$ cat src/rtl/opcode_fetch_pkg.sv
// Shared definitions for the instruction-byte fetch / prefix-collapse stage.
// Prefix byte values, fetch FSM encodings and the decoded bundle layout.
package opcode_fetch_pkg;

    localparam logic [7:0] PREFIX_PAGE2 = 8'h10;
    localparam logic [7:0] PREFIX_PAGE3 = 8'h11;

    localparam logic [1:0] ST_FETCH_OP   = 2'd0;
    localparam logic [1:0] ST_FETCH_POST = 2'd1;
    localparam logic [1:0] ST_HOLD       = 2'd2;

    typedef struct packed {
        logic [7:0]  opcode;
        logic [7:0]  postbyte0;
        logic        page2;
        logic        page3;
        logic        illegal;
        logic [15:0] op_pc;
    } op_bundle_t;

    function automatic logic is_prefix(input logic [7:0] b);
        return (b == PREFIX_PAGE2) || (b == PREFIX_PAGE3);
    endfunction

endpackage

$ cat src/rtl/opcode_fetch_if.sv
// Byte-bus and decoded-bundle signals between the fetch stage (master) and
// the memory / sequencer side (slave).
interface opcode_fetch_if;

    logic        mem_req;
    logic [15:0] mem_addr;
    logic [7:0]  mem_rdata;
    logic        mem_ack;

    logic [7:0]  opcode;
    logic [7:0]  postbyte0;
    logic        page2_valid;
    logic        page3_valid;
    logic        op_illegal;
    logic [15:0] op_pc;
    logic        op_valid;
    logic        op_ready;

    modport master (
        output mem_req, mem_addr,
        input  mem_rdata, mem_ack,
        output opcode, postbyte0, page2_valid, page3_valid, op_illegal, op_pc, op_valid,
        input  op_ready
    );

    modport slave (
        input  mem_req, mem_addr,
        output mem_rdata, mem_ack,
        input  opcode, postbyte0, page2_valid, page3_valid, op_illegal, op_pc, op_valid,
        output op_ready
    );

endinterface

$ cat src/rtl/opcode_fetch.sv
// Fetches instruction bytes at pc, folds 0x10/0x11 page prefixes into page
// flags and holds the resulting bundle until the sequencer accepts it.
module opcode_fetch
    import opcode_fetch_pkg::*;
#(
    parameter logic [15:0] RESET_PC   = 16'h0000,
    parameter int          MAX_PREFIX = 4
) (
    input  logic         cpu_clk,
    input  logic         cpu_reset,
    input  logic         fetch_en,
    input  logic         pc_load,
    input  logic [15:0]  pc_new,
    output logic [15:0]  pc,
    opcode_fetch_if.master bus
);

    localparam int            CW        = $clog2(MAX_PREFIX + 1);
    localparam logic [CW-1:0] PFX_LIMIT = CW'(MAX_PREFIX - 1);

    logic [1:0]    state;
    logic          mem_req_q;
    logic [15:0]   pc_q;
    logic [CW-1:0] pfx_cnt;
    logic          pg3_latch;
    logic          op_valid_q;
    op_bundle_t    bnd;

    logic          ack;
    logic          rd_pfx;
    logic          rd_pg3;

    // An ack only counts against a request we actually issued.
    assign ack    = mem_req_q & bus.mem_ack;
    assign rd_pfx = is_prefix(bus.mem_rdata);
    assign rd_pg3 = (bus.mem_rdata == PREFIX_PAGE3);

    always_ff @(posedge cpu_clk) begin
        if (cpu_reset) begin
            state      <= ST_FETCH_OP;
            pc_q       <= RESET_PC;
            mem_req_q  <= 1'b0;
            pfx_cnt    <= '0;
            pg3_latch  <= 1'b0;
            op_valid_q <= 1'b0;
            bnd        <= '0;
        end else if (pc_load) begin
            // Redirect wins over everything, including a same-cycle ack.
            state       <= ST_FETCH_OP;
            pc_q        <= pc_new;
            mem_req_q   <= 1'b0;
            pfx_cnt     <= '0;
            pg3_latch   <= 1'b0;
            op_valid_q  <= 1'b0;
            bnd.page2   <= 1'b0;
            bnd.page3   <= 1'b0;
            bnd.illegal <= 1'b0;
        end else begin
            case (state)
                ST_FETCH_OP: begin
                    if (ack) begin
                        bnd.opcode  <= bus.mem_rdata;
                        bnd.op_pc   <= pc_q;
                        bnd.page2   <= 1'b0;
                        bnd.page3   <= 1'b0;
                        bnd.illegal <= 1'b0;
                        pc_q        <= pc_q + 16'd1;
                        if (rd_pfx) begin
                            pfx_cnt   <= CW'(1);
                            pg3_latch <= rd_pg3;
                            mem_req_q <= 1'b1;
                            state     <= ST_FETCH_POST;
                        end else begin
                            bnd.postbyte0 <= 8'h00;
                            mem_req_q     <= 1'b0;
                            op_valid_q    <= 1'b1;
                            state         <= ST_HOLD;
                        end
                    end else if (!mem_req_q) begin
                        // fetch_en only matters between requests.
                        mem_req_q <= fetch_en;
                    end
                end
                ST_FETCH_POST: begin
                    mem_req_q <= 1'b1;
                    if (ack) begin
                        pc_q <= pc_q + 16'd1;
                        if (rd_pfx && (pfx_cnt < PFX_LIMIT)) begin
                            pfx_cnt   <= pfx_cnt + CW'(1);
                            pg3_latch <= rd_pg3;
                        end else begin
                            // A prefix at the chain limit is reported, not paged.
                            bnd.postbyte0 <= bus.mem_rdata;
                            bnd.illegal   <= rd_pfx;
                            bnd.page2     <= !rd_pfx && !pg3_latch;
                            bnd.page3     <= !rd_pfx &&  pg3_latch;
                            mem_req_q     <= 1'b0;
                            op_valid_q    <= 1'b1;
                            state         <= ST_HOLD;
                        end
                    end
                end
                ST_HOLD: begin
                    if (op_valid_q && bus.op_ready) begin
                        op_valid_q <= 1'b0;
                        pfx_cnt    <= '0;
                        state      <= ST_FETCH_OP;
                    end
                end
                default: begin
                    mem_req_q <= 1'b0;
                    state     <= ST_FETCH_OP;
                end
            endcase
        end
    end

    assign pc              = pc_q;
    assign bus.mem_req     = mem_req_q;
    assign bus.mem_addr    = pc_q;
    assign bus.opcode      = bnd.opcode;
    assign bus.postbyte0   = bnd.postbyte0;
    assign bus.page2_valid = bnd.page2;
    assign bus.page3_valid = bnd.page3;
    assign bus.op_illegal  = bnd.illegal;
    assign bus.op_pc       = bnd.op_pc;
    assign bus.op_valid    = op_valid_q;

endmodule

$ cat src/flat_wrapper.sv
// flat-port wrapper written by rule: the top's interface ports become plain ports
module opcode_fetch_flat import opcode_fetch_pkg::*;
#(
    parameter logic [15:0] RESET_PC   = 16'h0000,
    parameter int          MAX_PREFIX = 4
)
  (cpu_clk, cpu_reset, fetch_en, pc_load, pc_new, pc, bus_mem_req, bus_mem_addr, bus_mem_rdata, bus_mem_ack, bus_opcode, bus_postbyte0, bus_page2_valid, bus_page3_valid, bus_op_illegal, bus_op_pc, bus_op_valid, bus_op_ready);
  opcode_fetch_if bus_i ();
  input  logic cpu_clk;
  input  logic cpu_reset;
  input  logic fetch_en;
  input  logic pc_load;
  input  logic [15:0] pc_new;
  output logic [15:0] pc;
  output wire logic [$bits(bus_i.mem_req)-1:0] bus_mem_req;
  output wire logic [$bits(bus_i.mem_addr)-1:0] bus_mem_addr;
  input wire logic [$bits(bus_i.mem_rdata)-1:0] bus_mem_rdata;
  input wire logic [$bits(bus_i.mem_ack)-1:0] bus_mem_ack;
  output wire logic [$bits(bus_i.opcode)-1:0] bus_opcode;
  output wire logic [$bits(bus_i.postbyte0)-1:0] bus_postbyte0;
  output wire logic [$bits(bus_i.page2_valid)-1:0] bus_page2_valid;
  output wire logic [$bits(bus_i.page3_valid)-1:0] bus_page3_valid;
  output wire logic [$bits(bus_i.op_illegal)-1:0] bus_op_illegal;
  output wire logic [$bits(bus_i.op_pc)-1:0] bus_op_pc;
  output wire logic [$bits(bus_i.op_valid)-1:0] bus_op_valid;
  input wire logic [$bits(bus_i.op_ready)-1:0] bus_op_ready;
  assign bus_mem_req = bus_i.mem_req;
  assign bus_mem_addr = bus_i.mem_addr;
  assign bus_i.mem_rdata = bus_mem_rdata;
  assign bus_i.mem_ack = bus_mem_ack;
  assign bus_opcode = bus_i.opcode;
  assign bus_postbyte0 = bus_i.postbyte0;
  assign bus_page2_valid = bus_i.page2_valid;
  assign bus_page3_valid = bus_i.page3_valid;
  assign bus_op_illegal = bus_i.op_illegal;
  assign bus_op_pc = bus_i.op_pc;
  assign bus_op_valid = bus_i.op_valid;
  assign bus_i.op_ready = bus_op_ready;
  opcode_fetch #(.RESET_PC(RESET_PC), .MAX_PREFIX(MAX_PREFIX)) u_core (.cpu_clk(cpu_clk), .cpu_reset(cpu_reset), .fetch_en(fetch_en), .pc_load(pc_load), .pc_new(pc_new), .pc(pc), .bus(bus_i));
endmodule
$ cat config.mk
export PLATFORM = sky130hd
export DESIGN_NAME = opcode_fetch_flat
export DESIGN_NICKNAME = d
export VERILOG_FILES = /design/src/rtl/opcode_fetch_pkg.sv /design/src/rtl/opcode_fetch_if.sv /design/src/rtl/opcode_fetch.sv /design/src/flat_wrapper.sv
export SDC_FILE = /design/constraint.sdc
export NUM_CORES = 1
export LEC_CHECK = 0
export ABC_CLOCK_PERIOD_IN_PS = 2000
export CELL_PAD_IN_SITES_DETAIL_PLACEMENT = 0
export CELL_PAD_IN_SITES_GLOBAL_PLACEMENT = 1
export CORE_MARGIN = 2
export CORE_UTILIZATION = 30
export DETAILED_ROUTE_END_ITERATION = 7
export PLACE_DENSITY_LB_ADDON = 0.1
export SLEW_MARGIN = 25
export SYNTH_ARGS = -nofsm -noshare
export SYNTH_HDL_FRONTEND = slang
export SYNTH_SLANG_ARGS = --single-unit
$ cat constraint.sdc
create_clock -name cpu_clk -period 2 [get_ports cpu_clk]
set_clock_uncertainty 0.2 [all_clocks]
set_input_delay 0.3 -clock cpu_clk [delete_from_list [all_inputs] [get_ports cpu_clk]]
set_output_delay 0.3 -clock cpu_clk [all_outputs]
set_load 0.02 [all_outputs]
Yosys cells after proc, flatten, opt, wreduce, memory -nomap -nowiden --
Cells that the tools add are included.
Storage, ports and cells: register bits after elaboration 59, output and inout bits 69, input bits 30, word-level logic and storage cells 87
Cells by class: bitwise logic cells 2, $lt $le $gt $ge 1, reductions and logical operators 22, $add $sub $neg 2, equal/unequal tests 11, mux-type cells 37
Operator list (count):
- 16-bit two-way mux | 3
- 27-bit two-way mux | 1
- 11-bit two-way mux | 2
- 11-bit one-hot mux with 2 select lines | 1
- 6-bit AND reduction | 3
- 16-bit by 1-bit adder with 16-bit output, second input constant | 1
- 8-bit by 5-bit equality test with 1-bit output, second input constant | 2
- 3-bit two-way mux | 5
- 1-bit two-way mux | 14
- 2-bit two-way mux | 5
- 2-bit by 1-bit != test with 1-bit output, second input constant | 5
- 3-bit one-hot mux with 3 select lines | 1
- 8-bit two-way mux | 1
- 4-bit AND reduction | 2
- 1-bit one-hot mux with 3 select lines | 2
- 2-bit one-hot mux with 3 select lines | 1
- 2-bit nonzero test | 3
- 5-bit AND reduction | 1
- 1-bit logical AND | 4
- 2-bit != test, second input constant | 2
- 2-bit OR reduction | 2
- 3-bit by 1-bit adder with 3-bit output, second input constant | 1
- 3-bit by 2-bit less-than comparator with 1-bit output, second input constant | 1
- 3-bit AND reduction | 1
- other kinds (10) | 11

Longest topological paths before layout --
Gate-level depths: netlist of run 1.
depth in word-level cells 7, depth in mapped cells 8, depth with buffers taken out 6

Worst setup path after synthesis of run 1 --
No wires, ideal clock.
kind register to register, start point reg u_core.state[1], end point reg u_core.pc_q[1] (netlist: u_core.bus.mem_addr[1]), period minus slack after synthesis 1904 ps, path buffers 2, cell stages (with the launch flop) 9, library setup time 128 ps, slack 96 ps, data required time 1672 ps, arrival 1576 ps, cell sequence dfxtp_1 > inv_1 > ha_1 > buf_4 > o211ai_2 > buf_6 > mux2_2 > mux2i_1 > nor2_1
Between the ends: longest elaborated chain between the ends 4, elaborated cells on any way between the ends 5, classes of those cells 1 x eq/ne; 4 x reduce/logical
Ends and longest elaborated chain:
- start: declaration | line opcode_fetch.sv:21 | logic [1:0] state;
- start signal: assignment | line opcode_fetch.sv:40 | state <= ST_FETCH_OP;
- start signal: assignment | line opcode_fetch.sv:49 | state <= ST_FETCH_OP;
- start signal: assignment | line opcode_fetch.sv:72 | state <= ST_FETCH_POST;
- 2-bit by 1-bit equality test with 1-bit output / 2-bit zero test (equally long branches) | line opcode_fetch.sv:59 | case (state)
- 2-bit OR reduction (no line) (*)
- 2-bit nonzero test (no line) (*)
- 2-bit AND reduction (no line) (*)
- end signal: assignment | line opcode_fetch.sv:50 | pc_q <= pc_new;
- end signal: assignment | line opcode_fetch.sv:67 | pc_q <= pc_q + 16'd1;
- end signal: assignment | line opcode_fetch.sv:87 | pc_q <= pc_q + 16'd1;
- end: declaration | line opcode_fetch.sv:23 | logic [15:0] pc_q;
Every way passes the cells marked *; elsewhere a longest branch is shown, timed or not. A chain may end at the register's enable or synchronous reset.

Final worst setup path of run 1 --
start point reg u_core.state[0], end point reg u_core.op_valid_q (netlist: u_core.bus.op_valid)
Between the ends: longest elaborated chain between the ends 3, elaborated cells on any way between the ends 11, classes of those cells 7 x eq/ne; 1 x mux; 3 x reduce/logical
Ends and longest elaborated chain:
- 2-bit by 1-bit equality test with 1-bit output (tied with other cells) | line opcode_fetch.sv:59
- 2-bit != test (no line) (tied with other cells)
- 6-bit AND reduction (no line)
- end signal: assignment | line opcode_fetch.sv:54 | op_valid_q <= 1'b0;
- end signal: assignment | line opcode_fetch.sv:76 | op_valid_q <= 1'b1;
- end signal: assignment | line opcode_fetch.sv:98 | op_valid_q <= 1'b1;
- end: declaration | line opcode_fetch.sv:26 | logic op_valid_q;
Parallel ways exist; a longest one is shown, timed or not.

==> impl_results.md, run 1 <==
* Status: completed
* Critical path peak fanout at 4
* Max stage delay on crit path at roughly 0.36 ns
* Clk Latency, worst-skew pair at between 0.3 and 0.4 ns
* Root buffer cell: clkbuf_8
* Setup WS post-layout at 0.0104 ns
* Arrival @ worst endpoint at about 2 ns
* Slowest CP cell: dfxtp_4
* # Max-Cap Violations at 0
* Final max-slew violation count at 0
* Seq cells post-synth at slightly below 60
* Crit-path cells: inv_2 -> buf_4 -> ha_1 -> a21boi_1 -> o21bai_4 -> buf_4 -> a211o_1 -> a221oi_2
* H-tree lvl count at 3
* Fin crit period at roughly 2 ns
* Vias in the first global route at ~3100
* DP Worst Slack at -0.287 ns
* Startpoint types: flip-flop
* Core area at 10200 um2
* DRC violations left at 0
* Placed cell count at 620
* Top_reg_cell synth: dfxtp_1
* Max-slew headroom at 0.754
* Cell count after synthesis at approximately 370
* Routed Antenna Nets at 0
* GP Congestion at approximately 0.9
* WP buf/inv at 3
* Power density over cell area at between 500 and 600 nW/um2
* Reg2Reg Setup Slack at slightly above 0.01 ns
* Top delay family on crit path: compound AO/OA/AOI/OAI gates
* Initial drt markers at just over 70
* Die W at 106 um
* Antenna violations before repair at 0
* Commonest non-fill, non-tap cell in the layout: clkdlybuf4s50_1
* Class of the worst hold path: in -> reg
* FFs w/ async S/R, synth at 0
* Via count at 3084
* CTS Buf Count at 9
* Sequential share of the synthesized area at 0.377
* Die H at around 110 um
* Clock sinks at just under 60
* Synthesis-to-layout area growth at 56.2%
* Tot Pwr at 2.81 mW
* Mapped Area at between 3000 and 4000 um2
* Post-synth top area share at 0.377
* Vias per cell at between 4 and 5
* Ratio of cells with drive above 1 in the final layout at 0.225
* RSZ-0062 raised after global routing: yes
* Endpoints failing hold at 0
* Syn Area/Cell at approximately 8.4 um2
* Final WL at 9.64 mm
* Final setup viols at 0
* Max Freq at approximately 500 MHz
* Setup crit end kind: flip-flop
* Longest Clk Path Bufs at 2
* Buffers on Ports at 98
* Crit Path Category: reg -> reg
* Period utilization at 0.995
* Total GRT Usage at 0.171
* Starting Density at 0.306
* Top cells by area, synth: dfxtp_1 38%, nand2_1 7.4%, a21oi_1 6.9%
* Core Rows at 37
* Clk slew on worst S/H paths at about 0.080 ns
* First-pass GRT wire length at 15.4 mm
* CTS tree: built
* Leak at roughly 1.9 nW
* Largest net degree at the start of global routing at 35
* Worst Path Required at between 2 and 2.5 ns
* Final nets at about 540
* Die area at roughly 11000 um2
* Unique masters post-synth at slightly below 60
* Tightest Pin Transition at roughly 0.37 ns
* Drt wl/cell at about 15 um
* Number of diodes at 0
* DR pass1 iterations at 4
* Overflow after GRT at 0
* Post-synth top area cell: dfxtp_1
* Synthesized Nets at 407
* Util after Layout at 0.478
* EDFF count, synth at 0
* Most frequent cells in the layout: 81 x clkdlybuf4s50_1, 62 x nand2_1, 59 x buf_4
* Crit path top cell by count: buf_4
* I/O pin count at between 90 and 100
* Ys Warns at 0
* Finished Layout Cells at ~650
* DP HPWL at roughly 7 mm
* Worst VDD drop at 0.241 mV
state kept, by name, summed over array words and instances, names as in the netlist, 2 cells and up:
signal / flops
u_core.bus.mem_addr: 16
u_core.bus.op_pc: 16
u_core.bus.opcode: 8
u_core.bus.postbyte0: 8
u_core.pfx_cnt: 3
u_core.state: 2
Yosys cell counts (all sizes together) (2+ instances only):
library cell / n
a2111oi: 3
a211oi: 3
a21o: 3
a21oi: 44
a221oi: 2
a31oi: 2
and2: 2
and3: 2
and4: 2
buf: 28
clkbuf: 12
dfxtp: 59
ha: 5
inv: 21
mux2: 2
mux2i: 14
nand2: 62
nand2b: 9
nand3: 7
nand3b: 9
nand4: 7
nor2: 9
nor3: 9
nor3b: 4
nor4: 6
nor4b: 2
o211ai: 2
o21a: 10
o21ai: 7
o22ai: 2
xnor2: 4
xor2: 6
stage by stage:
step	hold slack, ns	TNS [ns]	area, um2
floorplan	0.236	0	3130
global placement	0.243	-5.18	4470
detailed placement	0.246	-6.18	4470
CTS	0.0244	-0.000332	4700
global route	0.0409	-0.113	4890
finish	0.0293	0	4890
final timing paths:
check                                   startpoint                                 to  cells after the start
setup / recovery      u_core.state[0]$_SDFFE_PP0P_   u_core.bus.op_valid$_SDFFE_PP0P_                      8
hold / removal                           cpu_reset  u_core.bus.op_pc[13]$_SDFFE_PP0P_                      2
setup reg to reg      u_core.state[0]$_SDFFE_PP0P_   u_core.bus.op_valid$_SDFFE_PP0P_                      8
hold reg to reg   u_core.bus.op_pc[8]$_SDFFE_PP0P_   u_core.bus.op_pc[8]$_SDFFE_PP0P_                      2
per-layer routing:
metal / vias up / part of all wire / GRT usage
met5: - / 0 / 0
met4: 0 / 0.011 / 0.0564
met3: 10 / 0.045 / 0.0294
met2: 77 / 0.48 / 0.288
met1: 1452 / 0.47 / 0.222
li1: 1545 / - / -
logic make-up after synthesis:
group,count (synthesis),share of synthesized area
AO/OA/AOI/OAI,86,0.183
flip-flops,59,0.377
adder cells (fa/ha/maj),5,0.0200
multiplexers,16,0.0520
buffers and inverters,61,0.102
XOR/XNOR,10,0.0280
AND/OR/NAND/NOR,135,0.237
area by class of cell:
cell class / count / area (um2)
fillers: 1026 / 5340
multi-input cells: 252 / 1720
repair buffers: 164 / 1530
flip-flops and latches: 59 / 1190
well taps: 136 / 170
clock buffers: 10 / 128
inverters: 21 / 81.3
clock inverters: 6 / 65.1
worst reg2reg max path: stages, from the launching register on:
cell and delay (ns):
dfxtp_4 0.36, inv_2 0.05, buf_4 0.13, ha_1 0.20, a21boi_1 0.15, o21bai_4 0.20, buf_4 0.15, a211o_1 0.24
a221oi_2 0.24
where the power goes:
group	internal [mW]	switching, mW	total (mW)	leakage [nW]
clock	0.578	0.533	1.11	0.0966
sequential	1.20	0.0374	1.24	0.481
combinational	0.236	0.227	0.463	1.31
total	2.02	0.798	2.81	1.88
what timing repair did:
item,4_1_cts,5_1_grt
setup endpoints to repair,23,26
buffers inserted,1,10
gates resized for setup,22,24
pin swaps,1,8
hold buffers,0,0
cloned,0,1
Power figures use the tool's default switching activity.
==> run 2: changes to the inputs <==
--- a/config.mk
+++ b/config.mk
@@ -5,12 +5,13 @@
 export SDC_FILE = /design/constraint.sdc
 export NUM_CORES = 1
 export LEC_CHECK = 0
-export ABC_CLOCK_PERIOD_IN_PS = 2000
+export ABC_CLOCK_PERIOD_IN_PS = 1850
 export CELL_PAD_IN_SITES_DETAIL_PLACEMENT = 0
 export CELL_PAD_IN_SITES_GLOBAL_PLACEMENT = 1
 export CORE_MARGIN = 2
-export CORE_UTILIZATION = 30
+export CORE_UTILIZATION = 34
 export DETAILED_ROUTE_END_ITERATION = 7
+export HOLD_SLACK_MARGIN = 0.1
 export PLACE_DENSITY_LB_ADDON = 0.1
 export SLEW_MARGIN = 25
 export SYNTH_ARGS = -nofsm -noshare
==> constraint.sdc (replaced) <==
create_clock -name cpu_clk -period 1.85 [get_ports cpu_clk]
set_clock_uncertainty 0.2 [all_clocks]
set_input_delay 0.2775 -clock cpu_clk [delete_from_list [all_inputs] [get_ports cpu_clk]]
set_output_delay 0.2775 -clock cpu_clk [all_outputs]
set_load 0.02 [all_outputs]
==> impl_results.md, run 2 (synthesis gave the netlist of run 1 again) <==
* H-tree lvl count at 3 (unchanged)
* Crit Path Category: reg -> reg (unchanged)
* Power density over cell area at 604 nW/um2 (was 576 nW/um2)
* Clk Latency, worst-skew pair at 0.34 ns (about the same)
* Tightest Pin Transition at 0.366 ns (about the same)
* Startpoint types: flip-flop (unchanged)
* Die H at 99.9 um (was 106 um)
* Arrival @ worst endpoint at 1.91 ns (was 2.05 ns)
* DR pass1 iterations at 4 (unchanged)
* Max-slew headroom at 0.754 (about the same)
* Setup TNS at -0.0244 ns (was 0 ns)
* Top delay family on crit path: compound AO/OA/AOI/OAI gates (unchanged)
* Synthesis-to-layout area growth at 61.3% (was 56.2%)
* Routed Antenna Nets at 0 (unchanged)
* Core Rows at 35 (was 37)
* RSZ-0062 raised after global routing: yes (unchanged)
* Drt wl/cell at 15.0 um (was 14.9 um)
* Root buffer cell: clkbuf_8 (unchanged)
* CTS Buf Count at 9 (unchanged)
* Final WL at 9.47 mm (was 9.64 mm)
* First-pass GRT wire length at 15.7 mm (was 15.4 mm)
* Worst VDD drop at 0.348 mV (was 0.241 mV)
* Util after Layout at 0.557 (was 0.478)
* Endpoints failing hold at 0 (unchanged)
* Initial drt markers at 87 (was 72)
* Status: finished, violations left (was completed)
* Leak at 2.00 nW (was 1.88 nW)
* Clock sinks at 59 (unchanged)
* Setup crit end kind: flip-flop (unchanged)
* WP buf/inv at 3 (unchanged)
* Core area at 9060 um2 (was 10200 um2)
* Die area at 9990 um2 (was 11300 um2)
* Total GRT Usage at 0.199 (was 0.171)
* Final nets at 550 (was 542)
* Failing checks: negative setup slack
* Crit path top cell by count: buf_6 (was buf_4)
* Fin crit period at 1.87 ns (was 1.99 ns)
* DRC violations left at 0 (unchanged)
* Vias in the first global route at 3160 (was 3053)
* Max stage delay on crit path at 0.38 ns (was 0.36 ns)
* Final max-slew violation count at 0 (unchanged)
* Via count at 3086 (was 3084)
* I/O pin count at 99 (unchanged)
* Setup WS post-layout at -0.0199 ns (was 0.0104 ns)
* Slowest CP cell: dfxtp_4 (unchanged)
* Class of the worst hold path: in -> reg (unchanged)
* Vias per cell at 4.89 (was 4.76)
* Longest Clk Path Bufs at 2 (unchanged)
* GP Congestion at 0.889 (was 0.899)
* DP HPWL at 6.84 mm (was 7.01 mm)
* Die W at 99.9 um (was 106 um)
* Largest net degree at the start of global routing at 35 (unchanged)
* Number of diodes at 0 (unchanged)
* Ratio of cells with drive above 1 in the final layout at 0.258 (was 0.225)
* Antenna violations before repair at 0 (unchanged)
* Most frequent cells in the layout: 62 x nand2_1, 62 x clkdlybuf4s50_1, 62 x buf_4 (was 81 x clkdlybuf4s50_1, 62 x nand2_1, 59 x buf_4)
* Max Freq at 535 MHz (was 503 MHz)
* Crit-path cells: inv_4 -> buf_6 -> ha_4 -> a21boi_4 -> buf_6 -> o21ba_4 -> a31oi_4 -> a2111oi_4 (was inv_2 -> buf_4 -> ha_1 -> a21boi_1 -> o21bai_4 -> buf_4 -> a211o_1 -> a221oi_2)
* Final setup viols at 2 (was 0)
* Worst Path Required at 1.89 ns (was 2.06 ns)
* DP Worst Slack at -0.378 ns (was -0.287 ns)
* # Max-Cap Violations at 0 (unchanged)
* Critical path peak fanout at 3 (was 4)
* Overflow after GRT at 0 (unchanged)
* Hold-fix buffers, CTS at 0 (unchanged)
* Starting Density at 0.345 (was 0.306)
* Period utilization at 1.01 (was 0.995)
* Buffers on Ports at 98 (unchanged)
* CTS tree: built (unchanged)
* Clk slew on worst S/H paths at 0.07 ns (was 0.08 ns)
[run 2: cell count changes in the layout (fill, tap and decap cells not counted), sizes merged]
cell / previous run / this run
clkinvlp: 1 / 2
dlymetal6s2s: 3 / 1
clkdlybuf4s50: 81 / 62
clkbuf: 11 / 9
buf: 66 / 75
dlygate4sd2: 13 / 34
[run 2: final cells by class]
| class | count | area, um2 |
|---|---|---|
| fillers | 895 | 4020 |
| multi-input cells | 252 | 1850 |
| repair buffers | 172 | 1590 |
| flip-flops and latches | 59 | 1190 |
| well taps | 111 | 139 |
| clock buffers | 9 | 124 |
| inverters | 21 | 83.8 |
| clock inverters | 7 | 76.3 |
[run 2: final timing paths]
| kind | startpoint | endpoint | slack (ns) | cells past startpoint |
|---|---|---|---|---|
| hold / removal | cpu_reset | u_core.pg3_latch$_SDFFE_PP0P_ | 0.21 | 4 |
| hold reg to reg | u_core.bus.op_illegal$_SDFFE_PP0P_ | u_core.bus.op_illegal$_SDFFE_PP0P_ | 0.25 | 2 |
| setup / recovery | u_core.state[0]$_SDFFE_PP0P_ | u_core.pfx_cnt[2]$_SDFFE_PP0P_ | -0.02 | 8 |
| setup reg to reg | u_core.state[0]$_SDFFE_PP0P_ | u_core.pfx_cnt[2]$_SDFFE_PP0P_ | -0.02 | 8 |
[run 2: power breakdown]
| part | switching (mW) | internal [mW] | total [mW] |
|---|---|---|---|
| combinational | 0.263 | 0.255 | 0.518 |
| clock | 0.568 | 0.628 | 1.20 |
| sequential | 0.0339 | 1.30 | 1.33 |
| total | 0.865 | 2.18 | 3.05 |
[run 2: metal layers]
metal,vias up,share of wire,track usage
met4,0,0.014,0.0632
met5,-,0,0
met1,1442,0.45,0.251
met2,76,0.50,0.347
li1,1556,-,-
met3,12,0.041,0.0334
[run 2: tightest hold or removal path: stages]
cell	delay [ns]
buf_2	0.12
nor2_1	0.05
buf_4	0.15
o21a_1	0.10
[run 2: timing repair]
item / in CTS / in global routing
endpoints found under the setup margin: 78 / 23
setup buffers: 5 / 3
gates resized for setup: 71 / 14
pin swaps: 14 / 11
hold endpoints to repair: 0 / 0
[run 2: stage by stage]
step           power, mW  hold slack (ns)  cells  instance area [um2]
6_report            3.05            0.208    631                 5050
3_5_place_dp        1.89            0.246    607                 4560
4_1_cts             3.08            0.198    628                 4950
5_1_grt             3.19            0.236    631                 5050
3_3_place_gp        1.89            0.244    607                 4560
2_1_floorplan       1.62            0.214    372                 3140
